`src/rtl/ahblite_bus_arbiter.sv`:
```
// Two-master AHB-Lite arbiter: address phase muxed from the registered owner, ownership moves one
// cycle after an IDLE/HREADY=1 switch point; non-owners are stalled via HREADY=0, nothing is buffered.
module ahblite_bus_arbiter #(
  parameter int ARB_MODE      = 0,
  parameter int DEFAULT_OWNER = 0
) (
  input  logic        HCLK,
  input  logic        HRESET,

  input  logic [31:0] M0_HADDR,
  input  logic [1:0]  M0_HTRANS,
  input  logic        M0_HWRITE,
  input  logic [2:0]  M0_HSIZE,
  input  logic [2:0]  M0_HBURST,
  input  logic [3:0]  M0_HPROT,
  input  logic [31:0] M0_HWDATA,
  output logic [31:0] M0_HRDATA,
  output logic        M0_HREADY,
  output logic        M0_HRESP,

  input  logic [31:0] M1_HADDR,
  input  logic [1:0]  M1_HTRANS,
  input  logic        M1_HWRITE,
  input  logic [2:0]  M1_HSIZE,
  input  logic [2:0]  M1_HBURST,
  input  logic [3:0]  M1_HPROT,
  input  logic [31:0] M1_HWDATA,
  output logic [31:0] M1_HRDATA,
  output logic        M1_HREADY,
  output logic        M1_HRESP,

  output logic [31:0] HADDR,
  output logic [1:0]  HTRANS,
  output logic        HWRITE,
  output logic [2:0]  HSIZE,
  output logic [2:0]  HBURST,
  output logic [3:0]  HPROT,
  output logic [31:0] HWDATA,
  input  logic [31:0] HRDATA,
  input  logic        HREADY,
  input  logic        HRESP,

  output logic [1:0]  GRANT,
  output logic        DP_OWNER,
  output logic        DP_VALID
);

  localparam logic       DEF_OWNER = (DEFAULT_OWNER != 0);
  localparam logic [1:0] TR_IDLE   = 2'b00;

  logic aowner_q, aowner_d;
  logic downer_q, downer_d;
  logic dvalid_q, dvalid_d;
  logic last_q,   last_d;

  logic req0, req1;
  logic arb_vld, arb_sel;
  logic switch_pt;

  assign req0 = M0_HTRANS[1];
  assign req1 = M1_HTRANS[1];

  // State register
  always_ff @(posedge HCLK) begin
    if (HRESET) begin
      aowner_q <= DEF_OWNER;
      downer_q <= DEF_OWNER;
      dvalid_q <= 1'b0;
      last_q   <= DEF_OWNER;
    end else begin
      aowner_q <= aowner_d;
      downer_q <= downer_d;
      dvalid_q <= dvalid_d;
      last_q   <= last_d;
    end
  end

  // Candidate winner; the both-requesting branch only matters if the owner is IDLE while requesting,
  // which the request encoding rules out, but keeps the policy explicit.
  always_comb begin
    arb_vld = 1'b0;
    arb_sel = aowner_q;
    if (req0 && req1) begin
      arb_vld = 1'b1;
      arb_sel = (ARB_MODE == 0) ? 1'b0 : ~last_q;
    end else if (req0) begin
      arb_vld = 1'b1;
      arb_sel = 1'b0;
    end else if (req1) begin
      arb_vld = 1'b1;
      arb_sel = 1'b1;
    end
  end

  assign switch_pt = HREADY && (HTRANS == TR_IDLE) && arb_vld && (arb_sel != aowner_q);

  // Next-state
  always_comb begin
    aowner_d = aowner_q;
    downer_d = downer_q;
    dvalid_d = dvalid_q;
    last_d   = last_q;
    if (HREADY) begin
      downer_d = aowner_q;
      dvalid_d = HTRANS[1];
      if (switch_pt) begin
        aowner_d = arb_sel;
        last_d   = aowner_q;
      end
    end
  end

  // Outputs: address/control from the address owner, write data and responses follow the data owner
  always_comb begin
    GRANT     = {aowner_q, ~aowner_q};
    HADDR     = aowner_q ? M1_HADDR  : M0_HADDR;
    HTRANS    = aowner_q ? M1_HTRANS : M0_HTRANS;
    HWRITE    = aowner_q ? M1_HWRITE : M0_HWRITE;
    HSIZE     = aowner_q ? M1_HSIZE  : M0_HSIZE;
    HBURST    = aowner_q ? M1_HBURST : M0_HBURST;
    HPROT     = aowner_q ? M1_HPROT  : M0_HPROT;
    HWDATA    = downer_q ? M1_HWDATA : M0_HWDATA;
    M0_HRDATA = HRDATA;
    M1_HRDATA = HRDATA;
    M0_HREADY = HREADY & (~aowner_q | (~downer_q & dvalid_q));
    M1_HREADY = HREADY & ( aowner_q | ( downer_q & dvalid_q));
    M0_HRESP  = HRESP & dvalid_q & ~downer_q;
    M1_HRESP  = HRESP & dvalid_q &  downer_q;
    DP_OWNER  = downer_q;
    DP_VALID  = dvalid_q;
  end

  a_wait_holds_grant: assert property (@(posedge HCLK) disable iff (HRESET)
    !HREADY |=> $stable(GRANT));

  a_burst_not_split: assert property (@(posedge HCLK) disable iff (HRESET)
    (HREADY && HTRANS[0]) |=> $stable(GRANT));

endmodule
```
`config.mk`:
```
export PLATFORM = sky130hd
export DESIGN_NAME = ahblite_bus_arbiter
export DESIGN_NICKNAME = d
export VERILOG_FILES = /design/src/rtl/ahblite_bus_arbiter.sv
export SDC_FILE = /design/constraint.sdc
export NUM_CORES = 1
export LEC_CHECK = 0
export CELL_PAD_IN_SITES_DETAIL_PLACEMENT = 0
export CELL_PAD_IN_SITES_GLOBAL_PLACEMENT = 1
export CORE_ASPECT_RATIO = 0.8
export CORE_MARGIN = 3
export CORE_UTILIZATION = 11
export CTS_CLUSTER_DIAMETER = 80
export CTS_CLUSTER_SIZE = 28
export DETAILED_ROUTE_END_ITERATION = 8
export HOLD_SLACK_MARGIN = 0.1
export PLACE_DENSITY = 0.92
export SYNTH_ARGS = -nofsm -noshare
export SYNTH_HDL_FRONTEND = slang
export SYNTH_SLANG_ARGS = --single-unit
export TNS_END_PERCENT = 10
```
`constraint.sdc`:
```
create_clock -name HCLK -period 1.23 [get_ports HCLK]
set_clock_uncertainty 0.05 [all_clocks]
set_input_delay 0.123 -clock HCLK [delete_from_list [all_inputs] [get_ports HCLK]]
set_output_delay 0.123 -clock HCLK [all_outputs]
set_load 0.03 [all_outputs]
```
==> flow_summary_export.csv <==
group,metric,value,unit
floorplanning,start_util,0.114,
floorplanning,placementRows,39,
placement,postPlaceCellArea,3740,um^2
logic_synthesis,syn_area,1660,um^2
sta,worst_hold_slack,196,ps
logic_synthesis,yosysUniqueCellTypes,20,
worst_setup_path,end_kind,"primary output",
drt,drtPass1Iterations,4,
logic_synthesis,netlist_top_cells_area,"mux2_2 (51%), buf_4 (30%), buf_6 (5.4%), dfxtp_1 (3.6%), a31oi_4 (1.3%)",
logic_synthesis,ys.flop_type,"dfxtp_1",
placement,dpl.hpwl,6560,um
floorplanning,die_h,116,um
clock_tree,cts_tree,"yes",
worst_setup_path,crit_arrival,1440,ps
layout,drive_above_1_share,0.516,
global_routing,grt_max_degree,46,
clock_tree,hold_buffers,0,
layout,fin_cells,537,
sta,tightest_slew,298,ps
sta,fin_crit,1610,ps
logic_synthesis,syn_inst,173,
logic_synthesis,synth.yosys.seq_area_share,0.0363,
power,seqPwrFrac,0.052,
logic_synthesis,synth_seq_cells,3,
power,power,2010,uW
worst_setup_path,critPathKind,"flip-flop to primary output",
layout,num_antenna_cells,0,
floorplanning,fp.dieW,143,um
clock_tree,cts.sinks,3,
run_status,violations,"negative setup slack",
layout,final_nets,544,
floorplanning,fp.dieArea,16600,um^2
global_routing,grt_antenna_before_repair,0,
logic_synthesis,yosys.area.top_type,"mux2_2",
logic_synthesis,yosysMostFrequentCell,"mux2_2",
drt,vias,1956,
power,ir_worst_vdd,316,uV
run_status,status,"complete, but fails checks",
power,p_sw_frac,0.335,
sta,finalCritPeriodShare,1.31,
worst_setup_path,cp-start-kind,"flip-flop",
logic_synthesis,synth_top_area_share,0.510,
clock_tree,numCtsBuffers,3,
layout,stdcell_area,4020,um^2
drt,wirelength,8070,um
logic_synthesis,avgSynthCellArea,9.57,um^2
sta,fmax,0.620,GHz
clock_tree,clkTransAtPathRegs,30,ps
clock_tree,cts_max_level,1,
drt,via_per_inst,3.64,
clock_tree,cts_max_path_buffers,2,
power,power.density,500,nW/um^2
logic_synthesis,synth_common_cells,"mux2_2 (75), buf_4 (66), buf_6 (8)",
global_routing,grt_first_pass_wirelength,10700,um
sta,setup_viol,83,
drt,drc,0,
logic_synthesis,async_flop_share,0,
global_routing,grt-ovfl-total,0,
layout,syn2layout_area_growth,143,%
drt,ant_nets,0,
layout,post-route-util,0.277,
floorplanning,ios,339,
power,switching_power,674,uW
drt,wl_per_cell,15.0,um
global_routing,grtUsageTotal,0.0812,
power,p_comb_frac,0.690,
power,pwr-share-clk,0.258,
clock_tree,insertion_delay,220,ps
placement,io_buffers,242,
logic_synthesis,synthesis.nets,363,
logic_synthesis,synth_edf_count,0,
floorplanning,core,14500,um^2
power,leakage,0.00150,uW
worst_setup_path,crit_fanout,11,
sta,timing.final.hold_violations,0,
clock_tree,cts-root-buf,"clkbuf_16",
worst_hold_path,hold_path.class,"input port to primary output",
global_routing,grt_pass1_vias,2115,
logic_synthesis,ys.warnings.count,0,
drt,dr.first_iter.drc_count,34,
sta,relSlewSlack,0.801,
worst_setup_path,cp.required,1060,ps
run,cap_violations,0,
sta,finalWorstSetupSlack,-384,ps
placement,place_inst,529,
sta,grt_setup_unrepaired,"yes",
power,p_int,1340,uW
sta,slew_viol_final,0,
placement,gp_congestion,0.759,
==> final timing paths <==
path	start	to	slack [ps]	cells after the start
max	aowner_q	HSIZE[2]	-380	3
min	HRDATA[7]	M0_HRDATA[7]	200	0
max reg2reg	aowner_q	DP_VALID	-160	5
min reg2reg	DP_VALID	DP_VALID	560	2
==> logic make-up after synthesis <==
family,Yosys count,share of synthesized area
flops,3,0.0363
mux,78,0.531
compound gates,5,0.0325
buf+inv,77,0.372
simple gates,10,0.0280
==> metrics by stage <==
| stage | TNS (ps) | setup slack [ps] |
|---|---|---|
| floorplan | -807 | -93.8 |
| global placement | -31360 | -486 |
| detailed placement | -33430 | -514 |
| CTS | -31000 | -490 |
| global route | -30850 | -420 |
| finish | -27410 | -384 |
==> layout by cell type, fill, tap and decap left out <==
cell	n
a2111oi_2	1
a21boi_2	1
a21oi_1	1
a31oi_4	1
and3_4	1
buf_12	5
buf_2	6
buf_4	9
buf_6	9
buf_8	1
clkbuf_1	1
clkbuf_16	5
clkbuf_2	1
clkdlybuf4s15_2	61
clkdlybuf4s50_1	157
dfxtp_1	1
dfxtp_4	2
inv_1	1
inv_4	1
mux2_2	72
mux2_4	4
mux2i_1	2
nand2_1	3
nand2b_1	1
nor2_1	2
nor2_2	1
nor2b_1	1
nor3_1	1
o21ai_2	1
==> state kept, by name (all words and copies together) (netlist names) <==
signal	count
aowner_q	1
DP_VALID	1
DP_OWNER	1
==> what timing repair did <==
item / 4_1_cts / 5_1_grt
resized for setup: 209 / 27
setup endpoints to repair: 84 / 85
pin swaps: 1 / 0
buffers inserted: 0 / 1
gates cloned: 0 / 3
==> power groups by stage <==
stage,Clock [uW],Combinational [uW],Sequential [uW]
final,519,1390,104
after global routing,532,1460,105
after CTS,523,1380,103
after detailed placement,0,1410,105
after global placement,0,1390,105
after floorplan,0,949,109
==> critical path: stages (launching register included) <==
cell             delay (ps)
dfxtp_4                 410
clkbuf_16               180
mux2_2                  340
clkdlybuf4s15_2         280
==> layer usage <==
metal / part of all wire / track usage / vias to the layer above / wire [um]
met5: 0 / 0 / - / 0
met4: 0.020 / 0.0209 / 0 / 161
met3: 0.12 / 0.0215 / 15 / 977
met2: 0.55 / 0.173 / 172 / 4410
met1: 0.31 / 0.0749 / 876 / 2530
li1: - / - / 893 / -
==> layout make-up <==
type                            instances  area, um^2
Multi-Input combinational cell         93        1010
Tap cell                              184         230
Sequential cell                         3        67.6
Fill cell                            1474       10500
Timing Repair Buffer                  251        2630
Inverter                                2        10.0
Clock buffer                            4        78.8
(Power assumes the default switching activity.)
